[src/rtl/instr_fetch_unit.sv]
// -----------------------------------------------------------------------------
// instr_fetch_unit
//
// Fetch stage in front of decode. Holds the PC, issues word requests to
// instruction memory over a req/ack handshake, registers the returned word and
// presents it to decode together with its PC, PC+4 and the pre-sliced
// op/funct3/funct7 fields. A redirect (PCSrc/PCTarget) squashes any fetch in
// flight so that no stale instruction ever reaches decode.
//
// Ports:
//   clk, rst_n        clock (rising edge), asynchronous active-low reset
//   imem_req/addr     request and word address towards instruction memory
//   imem_ack/rdata    memory response, rdata valid while ack=1
//   instr_valid       instr/op/funct*/instr_pc* hold a live instruction
//   instr_ready       decode consumes the instruction this cycle
//   instr, op, funct3, funct7   registered instruction and its field slices
//   instr_pc, instr_pc_plus4    PC of instr and PC+4 (mod 2^XLEN)
//   PCSrc, PCTarget   one-cycle redirect pulse and target (bits[1:0] dropped)
// -----------------------------------------------------------------------------
module instr_fetch_unit #(
  parameter int unsigned     XLEN      = 32,
  parameter logic [XLEN-1:0] RESET_PC  = '0,
  parameter logic [31:0]     NOP_INSTR = 32'h0000_0013
) (
  input  logic            clk,
  input  logic            rst_n,
  output logic            imem_req,
  output logic [XLEN-1:0] imem_addr,
  input  logic            imem_ack,
  input  logic [31:0]     imem_rdata,
  output logic            instr_valid,
  input  logic            instr_ready,
  output logic [31:0]     instr,
  output logic [6:0]      op,
  output logic [2:0]      funct3,
  output logic [6:0]      funct7,
  output logic [XLEN-1:0] instr_pc,
  output logic [XLEN-1:0] instr_pc_plus4,
  input  logic            PCSrc,
  input  logic [XLEN-1:0] PCTarget
);

  localparam logic [XLEN-1:0] PC_STEP    = XLEN'(4);
  localparam logic [XLEN-1:0] ALIGN_MASK = ~(XLEN'(3));

  // FETCH: request outstanding at r_pc.
  // HOLD : instruction presented to decode, no request.
  // DRAIN: request outstanding but already redirected; its data is dropped.
  typedef enum logic [1:0] {
    S_FETCH = 2'd0,
    S_HOLD  = 2'd1,
    S_DRAIN = 2'd2
  } state_t;

  state_t          r_state;
  logic            r_run;      // low through the first edge after reset release
  logic [XLEN-1:0] r_pc;
  logic [XLEN-1:0] r_pending;  // redirect target waiting for a drain to finish
  logic [31:0]     r_instr;
  logic [XLEN-1:0] r_instr_pc;
  logic            r_valid;

  logic [XLEN-1:0] w_target;
  logic [XLEN-1:0] w_pc_plus4;

  assign w_target   = PCTarget & ALIGN_MASK;
  assign w_pc_plus4 = r_pc + PC_STEP;

  // Request is a pure function of state, so it cannot glitch with inputs and
  // stays stable (with the address) until the memory acknowledges.
  assign imem_req       = r_run && (r_state != S_HOLD);
  assign imem_addr      = r_pc;
  assign instr_valid    = r_valid;
  assign instr          = r_instr;
  assign instr_pc       = r_instr_pc;
  assign instr_pc_plus4 = r_instr_pc + PC_STEP;
  assign op             = r_instr[6:0];
  assign funct3         = r_instr[14:12];
  assign funct7         = r_instr[31:25];

  // NOTE: sequential state is written only with non-blocking assignments so
  // every register samples the pre-edge value of every other register.
  always_ff @(posedge clk or negedge rst_n) begin
    if (!rst_n) begin
      r_state    <= S_FETCH;
      r_run      <= 1'b0;
      r_pc       <= RESET_PC;
      r_pending  <= '0;
      r_instr    <= NOP_INSTR;
      r_instr_pc <= RESET_PC;
      r_valid    <= 1'b0;
    end else begin
      r_run <= 1'b1;
      unique case (r_state)
        S_FETCH: begin
          if (!r_run) begin
            // No request is on the bus yet, so a redirect simply moves the PC.
            if (PCSrc) r_pc <= w_target;
          end else if (imem_ack && !PCSrc) begin
            r_instr    <= imem_rdata;
            r_instr_pc <= r_pc;
            r_valid    <= 1'b1;
            r_pc       <= w_pc_plus4;
            r_state    <= S_HOLD;
          end else if (imem_ack) begin
            // Data returned in the redirect cycle is already stale.
            r_pc <= w_target;
          end else if (PCSrc) begin
            r_pending <= w_target;
            r_state   <= S_DRAIN;
          end
        end
        S_DRAIN: begin
          if (PCSrc) r_pending <= w_target;
          if (imem_ack) begin
            // The most recent redirect wins, including one in the ack cycle.
            r_pc    <= PCSrc ? w_target : r_pending;
            r_state <= S_FETCH;
          end
        end
        S_HOLD: begin
          if (PCSrc) begin
            r_valid <= 1'b0;
            r_instr <= NOP_INSTR;
            r_pc    <= w_target;
            r_state <= S_FETCH;
          end else if (instr_ready) begin
            r_valid <= 1'b0;
            r_state <= S_FETCH;
          end
        end
        default: r_state <= S_FETCH;
      endcase
    end
  end

endmodule

[config.mk]
export PLATFORM = sky130hd
export DESIGN_NAME = instr_fetch_unit
export DESIGN_NICKNAME = d
export VERILOG_FILES = /design/src/rtl/instr_fetch_unit.sv
export SDC_FILE = /design/constraint.sdc
export NUM_CORES = 1
export LEC_CHECK = 0
export CAP_MARGIN = 30
export CELL_PAD_IN_SITES_DETAIL_PLACEMENT = 0
export CELL_PAD_IN_SITES_GLOBAL_PLACEMENT = 2
export CORE_UTILIZATION = 27
export DETAILED_ROUTE_END_ITERATION = 16
export PLACE_DENSITY = 0.88
export SLEW_MARGIN = 20
export SYNTH_ARGS = -nofsm -noshare
export SYNTH_HDL_FRONTEND = slang
export SYNTH_SLANG_ARGS = --single-unit
[constraint.sdc]
create_clock -name clk -period 2.1 [get_ports clk]
set_clock_uncertainty 0.05 [all_clocks]
set_input_delay 0.42 -clock clk [delete_from_list [all_inputs] [get_ports clk]]
set_output_delay 0.42 -clock clk [all_outputs]
set_load 0.005 [all_outputs]
==> impl_results.md <==
- Vias per cell: just over 5
- Worst Tran Pin Value: ~0.5 ns
- Register area share after synthesis: 40.90%
- Outcome: complete, but fails checks
- Placed Area: roughly 0.012 mm^2
- Die W: between 150 and 200 um
- Max-cap violations: 0
- Slew margin rel.: approximately two thirds
- Synthesized flop and latch total: ~130
- Syn Inst Count: about 840
- Synth Area in Adders: 0.9285%
- Worst-case vdd ir drop: ~0.00055 V
- CP Max Fanout: 2
- Fin crit period: approximately 2.6 ns
- Tot GR Track Use: between 10% and 20%
- Final WL: between 20000 and 30000 um
- Initial Utilization: around 28%
- Routability Congestion: approximately 0.87
- Synth Area in Compound Gates: roughly a fifth
- Hold Crit Class: in -> async
- H-tree Lvls: 4
- Post-synth EDFFs: 0
- N_diodes: 0
- CP Capture Type: primary output
- Synth Area in Simple Gates: ~15%
- Crit-path cells: buf_6 > nand2_4 > nor3_2 > buf_4 > nand4_1 > buf_4 > nor4_4 > xor2_1 > buf_2
- Synth async-reset ratio: 100.0%
- Number of core rows: 62
- WP data required: about 1.6 ns
- Synth Area in XOR/XNOR: 3.683%
- Detail Route Antenna Nets: 0
- Main synth FF type: dfrtp_1
- Worst EP arrival: ~2.1 ns
- DP Wirelength: approximately 22000 um
- Final core occ: 43.64%
- Main combinational cell family by area after synthesis: compound AO/OA/AOI/OAI gates
- Violated checks: negative setup slack
- CTS Sinks: between 100 and 150
- DR iter-0 viols: between 400 and 500
- Crit path largest cell delay: 0.37 ns
- Syn Area/Cell: 9.671 um^2
- Core area: a little under 0.03 mm^2
- Final Cell Area: between 0.01 and 0.015 mm^2
- Die area: 0.03064 mm^2
- Final hold violations: 0
- Vias in the first global route: 7929
- Clk_lat worst skew: 0.43 ns
- Setup violations, final: 25
- Max Clock Freq: between 300 and 400 MHz
- Yosys warns: 0
- Sum of negative setup slack: -7.545 ns
- Leakage: between 5 and 6 nW
- CP top delay family: simple AND/OR/NAND/NOR gates
- DRC viols: 0
- Port Buffers: around 210
- DIE HEIGHT: 175.0 um
- First-pass GRT wire length: 45260 um
- WL/cell: 18.81 um
- Period utilization: 122.0%
- Final Hold Slack: 0.4167 ns
- Layout area overhead: 57.01%
- CTS tree: done
- GRT overflow: 0
- Root Buffer: clkbuf_16
- Largest net degree at the start of global routing: 43
- Worst path most repeated cell: buf_4
- Syn Std Cell Area: 0.008085 mm^2
- Pwr Density: 1459 mW/mm^2
- Post-synth net total: between 900 and 1k
- CP bufs+invs: 4
- Nets: 1240
- RSZ-0062 raised after global routing: true
- Dpl ws: -0.5016 ns
- Initial antenna violation count: 0
- Drt pass-1 iters: 5
- Post-synthesis mux area share: a little under an eighth
- CP Launch Type: flip-flop
- Clk buf depth: 2
- CTS Buf Count: 17
- Fin. max-slew vios: 0
- Slowest CP cell: dfrtp_1
- WS Path Type: reg -> out
- Share of layout cells above drive strength 1: between 30% and 40%
- Clock Pin Slew Worst Setup and Hold Paths: 0.07 ns
- # IOs: 216
- Vias: 8003
- Setup ws final: -0.4618 ns
- Synth unique cells: 70
## routing by layer
layer / part of all wire, % / global-route usage, % / vias up
li1: - / - / 3783
met2: 47 / 30.80 / 273
met1: 46 / 25.79 / 3916
met5: 0 / 0 / -
met4: 1.3 / 4.167 / 0
met3: 5.8 / 3.699 / 31
## worst paths after layout
check,depth (start not counted),slack [ns],startpoint,to
worst max-delay path,9,-0.46,instr_pc[3],instr_pc_plus4[31]
max in group asynchronous,3,0.87,rst_n,instr_pc[27]
min in group clk,1,0.44,r_pending[1],r_pending[1]
worst min register to register,1,0.44,r_pending[1],r_pending[1]
worst max register to register,5,0.04,imem_addr[14],imem_addr[30]
worst min-delay path,2,0.42,rst_n,instr_pc[1]
## kinds of logic after synthesis
family | count (synthesis)
flip-flops | 132
buffers and inverters | 115
adder cells (fa/ha/maj) | 6
AND/OR/NAND/NOR | 231
multiplexers | 83
XOR/XNOR | 34
AO/OA/AOI/OAI | 234
other | 1
## metrics by stage
step           power [mW]  std cells
3_5_place_dp        15.04       1511
4_1_cts             18.16       1556
6_report            18.52       1562
3_3_place_gp        14.90       1511
2_1_floorplan       9.572        836
5_1_grt             19.68       1562
## cells in the final DEF, fill, tap and decap left out, types with 4 or more instances in the layout
cell type        count
clkdlybuf4s50_1    181
buf_4              156
dfrtp_1            127
mux2_2              68
nand2_1             66
o21ai_0             38
nor2_1              33
a22o_1              32
a21oi_1             32
nand3_1             25
buf_2               24
inv_1               21
o22ai_1             21
buf_6               21
clkbuf_16           19
nand4_1             18
a22oi_1             17
xnor2_1             16
mux2i_1             14
xor2_1              13
and3_1              10
o221ai_1            10
a31oi_1              9
buf_12               9
and4_1               8
a221oi_1             8
nor4_1               8
a221oi_2             8
inv_6                8
a221o_1              7
nor3_1               7
nor2_2               6
nand2_2              5
o31ai_1              5
nor3_2               4
xnor2_2              4
o221a_2              4
inv_8                4
## where the power goes
group	leakage [nW]	switching (mW)	internal [mW]	total, mW
sequential	1.63	0.842	3.76	4.60
combinational	3.52	4.94	5.85	10.8
clock	0.298	1.41	1.71	3.13
total	5.45	7.20	11.3	18.5
## Yosys cell counts, types with 14 or more instances
cell | number | share of area, %
inv_1 | 24 | 1.1
xor2_1 | 14 | 1.5
nor2_1 | 42 | 1.9
nand2_1 | 73 | 3.4
buf_4 | 24 | 2.2
o22ai_1 | 21 | 1.6
mux2_2 | 68 | 9.5
xnor2_1 | 20 | 2.2
dfrtp_1 | 129 | 40
a22oi_1 | 17 | 1.6
a21oi_1 | 32 | 2.0
nand3_1 | 28 | 1.7
a221oi_1 | 17 | 1.8
o21ai_0 | 40 | 2.5
buf_2 | 14 | 0.87
clkbuf_1 | 35 | 1.6
nand4_1 | 18 | 1.4
mux2i_1 | 14 | 1.7
a22o_1 | 32 | 3.5
## registers in the layout, indices dropped and copies added, names as in the netlist
signal and cells:
r_state 2, instr_pc 32, r_run 1, r_pending 32, instr 32, instr_valid 1
imem_addr 32
## final cells by class
cell class,instances,area (um^2)
Sequential cell,132,3309
Tap cell,384,480.5
Timing Repair Buffer,401,3633
Clock inverter,15,177.7
Multi-Input combinational cell,589,4578
Clock buffer,17,425.4
Inverter,24,90.09
Fill cell,2831,16400
## what timing repair did
action,in CTS,in global routing
hold buffers,1,0
endpoints found under the setup margin,42,67
gates cloned,0,2
endpoints found under the hold margin,34,0
buffers inserted,12,5
pin swaps,23,17
resized for setup,146,45
(Power assumes the default switching activity.)
